$ cat config.mk
export PLATFORM = sky130hd
export DESIGN_NAME = lfsr_tpg_flat
export DESIGN_NICKNAME = d
export VERILOG_FILES = /design/src/rtl/lfsr_tpg_if.sv /design/src/rtl/lfsr_tpg.sv /design/src/flat_wrapper.sv
export SDC_FILE = /design/constraint.sdc
export NUM_CORES = 1
export LEC_CHECK = 0
export ABC_CLOCK_PERIOD_IN_PS = 3900
export CAP_MARGIN = 10
export CORE_MARGIN = 4
export CORE_UTILIZATION = 54
export CTS_CLUSTER_DIAMETER = 50
export CTS_CLUSTER_SIZE = 25
export DETAILED_ROUTE_END_ITERATION = 16
export DONT_BUFFER_PORTS = 1
export PLACE_DENSITY = 0.69
export SLEW_MARGIN = 20
export SYNTH_ARGS = -nofsm -noshare
export SYNTH_HDL_FRONTEND = slang
export SYNTH_SLANG_ARGS = --single-unit
$ cat constraint.sdc
create_clock -name clk -period 3.9 [get_ports clk]
set_input_delay 0.78 -clock clk [delete_from_list [all_inputs] [get_ports clk]]
set_output_delay 0.78 -clock clk [all_outputs]
set_load 0.005 [all_outputs]
$ cat src/rtl/lfsr_tpg_if.sv
// Control/status bundle between the LBIST controller and the LFSR pattern generator.
// The controller side is the master; the generator side is the slave.
interface lfsr_tpg_if #(
  parameter int N     = 20,
  parameter int CNT_W = 16
);
  logic             start;
  logic             seed_load;
  logic [N-1:0]     seed_in;
  logic [CNT_W-1:0] num_patterns;
  logic             pause;
  logic [N-1:0]     dout;
  logic             dout_valid;
  logic             busy;
  logic             done;
  logic [CNT_W-1:0] pat_idx;
  logic             lockup_err;

  modport master (
    output start, seed_load, seed_in, num_patterns, pause,
    input  dout, dout_valid, busy, done, pat_idx, lockup_err
  );

  modport slave (
    input  start, seed_load, seed_in, num_patterns, pause,
    output dout, dout_valid, busy, done, pat_idx, lockup_err
  );
endinterface

$ cat src/rtl/lfsr_tpg.sv
// Fibonacci XNOR LFSR test-pattern generator with seed loading, a programmable
// pattern count, a start/busy/done handshake and all-ones lockup protection.
module lfsr_tpg #(
  parameter int             N     = 20,
  parameter logic [N-1:0]   SEED  = {{(N-1){1'b0}}, 1'b1},
  parameter int             CNT_W = 16
) (
  input  logic       clk,
  input  logic       rst,
  lfsr_tpg_if.slave  bus
);

  // Maximal-length XNOR tap sets, one bit per tapped dout index.
  localparam logic [31:0] TAP_TABLE =
    (N == 7)  ? 32'h0000_0011 :
    (N == 16) ? 32'h0000_100B :
    (N == 19) ? 32'h0006_4001 :
    (N == 20) ? 32'h0002_0001 :
    (N == 24) ? 32'h00C2_0001 :
    (N == 32) ? 32'hC000_0401 : 32'h0000_0000;

  localparam logic [N-1:0]     TAPS    = TAP_TABLE[N-1:0];
  localparam logic [CNT_W-1:0] CNT_ONE = {{(CNT_W-1){1'b0}}, 1'b1};

  generate
    if (TAP_TABLE == 32'h0) begin : g_bad_width
      $error("lfsr_tpg: unsupported LFSR width N=%0d", N);
    end
    if (SEED == {N{1'b1}}) begin : g_bad_seed
      $error("lfsr_tpg: SEED must not be the all-ones lockup state");
    end
  endgenerate

  typedef enum logic [1:0] {
    S_IDLE,
    S_RUN,
    S_DONE
  } state_t;

  state_t           r_state;
  logic [N-1:0]     r_lfsr;
  logic [CNT_W-1:0] r_cnt;
  logic [CNT_W-1:0] r_idx;
  logic             r_lockup;

  state_t           w_state_nxt;
  logic [N-1:0]     w_lfsr_nxt;
  logic [CNT_W-1:0] w_cnt_nxt;
  logic [CNT_W-1:0] w_idx_nxt;
  logic             w_lockup_nxt;

  logic [N-1:0]     w_lfsr_step;
  logic             w_seed_bad;
  logic [N-1:0]     w_seed_val;
  logic             w_last;

  assign w_lfsr_step = {~(^(r_lfsr & TAPS)), r_lfsr[N-1:1]};
  assign w_seed_bad  = &bus.seed_in;
  assign w_seed_val  = w_seed_bad ? SEED : bus.seed_in;
  assign w_last      = (r_idx == (r_cnt - CNT_ONE));

  always_ff @(posedge clk) begin
    if (rst) begin
      r_state  <= S_IDLE;
      r_lfsr   <= SEED;
      r_cnt    <= '0;
      r_idx    <= '0;
      r_lockup <= 1'b0;
    end else begin
      r_state  <= w_state_nxt;
      r_lfsr   <= w_lfsr_nxt;
      r_cnt    <= w_cnt_nxt;
      r_idx    <= w_idx_nxt;
      r_lockup <= w_lockup_nxt;
    end
  end

  always_comb begin
    w_state_nxt  = r_state;
    w_lfsr_nxt   = r_lfsr;
    w_cnt_nxt    = r_cnt;
    w_idx_nxt    = r_idx;
    w_lockup_nxt = 1'b0;
    case (r_state)
      S_IDLE, S_DONE: begin
        // A same-cycle seed_load wins the LFSR, so a start in that cycle runs from the new seed.
        if (bus.seed_load) begin
          w_lfsr_nxt   = w_seed_val;
          w_lockup_nxt = w_seed_bad;
        end
        if (bus.start) begin
          w_cnt_nxt   = bus.num_patterns;
          w_idx_nxt   = '0;
          w_state_nxt = (bus.num_patterns != '0) ? S_RUN : S_DONE;
        end
      end
      S_RUN: begin
        if (!bus.pause) begin
          w_lfsr_nxt = w_lfsr_step;
          if (w_last) begin
            w_state_nxt = S_DONE;
          end else begin
            w_idx_nxt = r_idx + CNT_ONE;
          end
        end
      end
      default: begin
        w_state_nxt = S_IDLE;
      end
    endcase
  end

  assign bus.dout       = r_lfsr;
  assign bus.dout_valid = (r_state == S_RUN) && !bus.pause;
  assign bus.busy       = (r_state == S_RUN);
  assign bus.done       = (r_state == S_DONE);
  assign bus.pat_idx    = r_idx;
  assign bus.lockup_err = r_lockup;

endmodule

$ cat src/flat_wrapper.sv
// flat-port wrapper written by rule: the top's interface ports become plain ports
module lfsr_tpg_flat 
#(
  parameter int             N     = 20,
  parameter logic [N-1:0]   SEED  = {{(N-1){1'b0}}, 1'b1},
  parameter int             CNT_W = 16
)
  (clk, rst, bus_start, bus_seed_load, bus_seed_in, bus_num_patterns, bus_pause, bus_dout, bus_dout_valid, bus_busy, bus_done, bus_pat_idx, bus_lockup_err);
  lfsr_tpg_if #(.N(N), .CNT_W(CNT_W)) bus_i ();
  input  logic clk;
  input  logic rst;
  input wire logic [$bits(bus_i.start)-1:0] bus_start;
  input wire logic [$bits(bus_i.seed_load)-1:0] bus_seed_load;
  input wire logic [$bits(bus_i.seed_in)-1:0] bus_seed_in;
  input wire logic [$bits(bus_i.num_patterns)-1:0] bus_num_patterns;
  input wire logic [$bits(bus_i.pause)-1:0] bus_pause;
  output wire logic [$bits(bus_i.dout)-1:0] bus_dout;
  output wire logic [$bits(bus_i.dout_valid)-1:0] bus_dout_valid;
  output wire logic [$bits(bus_i.busy)-1:0] bus_busy;
  output wire logic [$bits(bus_i.done)-1:0] bus_done;
  output wire logic [$bits(bus_i.pat_idx)-1:0] bus_pat_idx;
  output wire logic [$bits(bus_i.lockup_err)-1:0] bus_lockup_err;
  assign bus_i.start = bus_start;
  assign bus_i.seed_load = bus_seed_load;
  assign bus_i.seed_in = bus_seed_in;
  assign bus_i.num_patterns = bus_num_patterns;
  assign bus_i.pause = bus_pause;
  assign bus_dout = bus_i.dout;
  assign bus_dout_valid = bus_i.dout_valid;
  assign bus_busy = bus_i.busy;
  assign bus_done = bus_i.done;
  assign bus_pat_idx = bus_i.pat_idx;
  assign bus_lockup_err = bus_i.lockup_err;
  lfsr_tpg #(.N(N), .SEED(SEED), .CNT_W(CNT_W)) u_core (.clk(clk), .rst(rst), .bus(bus_i));
endmodule
==> impl_metrics.toml <==
[placed_design]
gp_congestion = 0.9177
hpwl_um = 5542
port_buffers = 0
placed_cell_area_sq_um = 3089

[synthesis]
synth_edf_count = 0
synth.most_common_cell = "dfxtp_1"
synth_nets = 426
synth.yosys.warnings = 0
synth_cell_type_count = 48
synth_top_area_share_pct = 35.87
synth_flop_cell = "dfxtp_1"
async_flop_share_pct = 0
syn_area_sq_um = 3069
yosys-top-cells-area = "dfxtp_1 (36%), nand2_1 (5.3%), a211oi_1 (4.9%), a22oi_1 (4.6%), nor2_1 (4.4%)"
ys_ff_latch = 55
ys_seq_area_share_pct = 35.87
synth.top_cells.by_count = "dfxtp_1 (55), nand2_1 (43), nor2_1 (36)"
postSynthAreaPerCell_sq_um = 8.014
synth_area_leader_cell = "dfxtp_1"
synthCells = 383

[clock_tree]
clockRootBuffer = "clkbuf_8"
clock_tree.buffer_depth = 2
h-tree-depth = 2
path_clk_slew_ns = 0.10
numCtsBuffers = 5
cts_sinks = 55
postCtsHoldBufs = 0
cts_tree = "yes"
clk-insertion-delay-late_ns = 0.31
post_cts_buffers = 0
cts_resized = 0

[global_routing]
grt_pass1_wl_um = 12610
grt_max_degree = 46
grt_usage_pct = 21.45
antenna_found_initial = 0
grt_pass1_vias = 2664
grt.overflow.total = 0

[critical_path]
path_cells = "inv_1 > ha_1 > or4b_1 > o31a_1 > o21a_1 > o32ai_2 > nor4_4 > buf_4 > or4b_1 > nand2_1"
startpoint_type = "flop"
crit_path_frequent_cell = "or4b_1"
path_buf_inv = 2
critPathSlowestCell = "or4b_1"
cp_max_fo = 28
max_stage_delay_ns = 0.60
cp-end-kind = "flop"
arrival_ns = 3.27
path_delay_family = "simple AND/OR/NAND/NOR gates"
crit_type = "flop to flop"
cp_data_required_time_ns = 4.16

[final_layout]
final_nets = 413
final_cell_area_sq_um = 3177
area_growth_pct = 3.506
n_antenna_cell = 0
drive_above_1_share_pct = 8.895

[sta]
finalSetupViolCount = 0
fmax_ghz = 0.3325
fin_setup_tns_ns = 0
post-route-min-period_ns = 3.008
period_share_pct = 77.13
worst_pin_slew_ns = 0.6905
finalHoldViolCount = 0
slew_viol_final = 0
slew_headroom_pct = 53.92
fin_skew_ns = 0.005198
rsz0062_at_grt = "false"

[detailed_routing]
drt_iter0_markers = 125
firstDrtPassIters = 4
totalWireLength_um = 7451
wl_met3_um = 553
met1_length_um = 3163
postRouteAntennaNets = 0
drc = 0
vias_per_cell = 6.244
wire_per_inst_um = 16.82
vias = 2766
top_layer_used = "met4"
dr_wl_met2_um = 3591

[min_path]
hold_path_class = "flop to flop"

[floorplanning]
die_h_um = 83.39
row_count = 27
io_pins = 81
core-area_sq_um = 5507
initial_utilization_pct = 55.74
dieWidth_um = 83.39
die_area_sq_um = 6954

[power]
finalPower_mw = 1.149
p_per_area_nw_per_um2 = 361.6
peakVddDrop_uv = 169.4
p_leak_nw = 1.110

[flow_run]
maxCapViolCount = 0

[outcome]
outcome = "finished, final reports clean"
==> sequential cells by signal, summed over array words and instances, names as in the netlist <==
register,count
u_core.bus.dout,20
u_core.bus.pat_idx,16
u_core.r_cnt,16
u_core.r_state,2
u_core.bus.lockup_err,1
==> routing by layer <==
metal | track usage, % | vias up
met4 | 6.984 | 0
met3 | 7.540 | 13
met5 | 0 | -
li1 | - | 1390
met2 | 36.95 | 86
met1 | 24.70 | 1277
==> worst register-to-register path, cell delays in order, from the launching register on <==
cell and delay (ns):
dfxtp_1 0.35, inv_1 0.07, ha_1 0.21, or4b_1 0.60
o31a_1 0.31, o21a_1 0.21, o32ai_2 0.36, nor4_4 0.08
buf_4 0.23, or4b_1 0.48, nand2_1 0.07
==> cell usage in the layout (no fill, tap or decap), types with 11 or more instances in the layout <==
master     n
o21ai_1   12
a211oi_1  20
or3_1     18
dfxtp_1   55
nand3_1   11
a21oi_1   22
nand2_1   43
nor4_1    12
nor2_1    36
a22oi_1   19
xnor2_1   11
==> metrics by stage <==
step | utilization (%) | instances | worst slack [ns] | hold WS, ns
6_report | 57.69 | 443 | 0.8921 | 0.4748
5_1_grt | 57.69 | 443 | 0.6650 | 0.4959
4_1_cts | 57.65 | 443 | 0.8855 | 0.4742
3_5_place_dp | 56.10 | 435 | 0.9137 | 0.4591
3_3_place_gp | 56.10 | 435 | 0.9646 | 0.4566
2_1_floorplan | - | 383 | 1.074 | 0.4454
==> power by group <==
part	internal (mW)	switching, mW	total (mW)
combinational	0.0849	0.115	0.200
clock	0.126	0.187	0.313
sequential	0.595	0.0410	0.636
total	0.806	0.343	1.15
==> kinds of logic after synthesis <==
kind of cell / synth area share [%]
adder cells (fa/ha/maj): 0.8152
flip-flops: 35.87
AND/OR/NAND/NOR: 28.70
multiplexers: 1.305
AO/OA/AOI/OAI: 24.09
XOR/XNOR: 4.851
buffers and inverters: 4.362
==> final cells by class <==
type | instances | area, sq um
Tap cell | 72 | 90.09
Sequential cell | 55 | 1101
Inverter | 6 | 22.52
Multi-Input combinational cell | 297 | 1841
Fill cell | 528 | 2330
Timing Repair Buffer | 5 | 37.54
Clock buffer | 6 | 72.57
Clock inverter | 2 | 12.51
==> worst paths after layout <==
path / start / end / slack, ns / cells after the start
hold reg to reg: u_core.r_cnt[1] / u_core.r_cnt[1] / 0.47 / 2
setup / recovery: u_core.r_cnt[0] / u_core.bus.pat_idx[7] / 0.89 / 10
setup reg to reg: u_core.r_cnt[0] / u_core.bus.pat_idx[7] / 0.89 / 10
hold / removal: u_core.r_cnt[1] / u_core.r_cnt[1] / 0.47 / 2
Note: power is estimated with default switching activity, not from simulation.
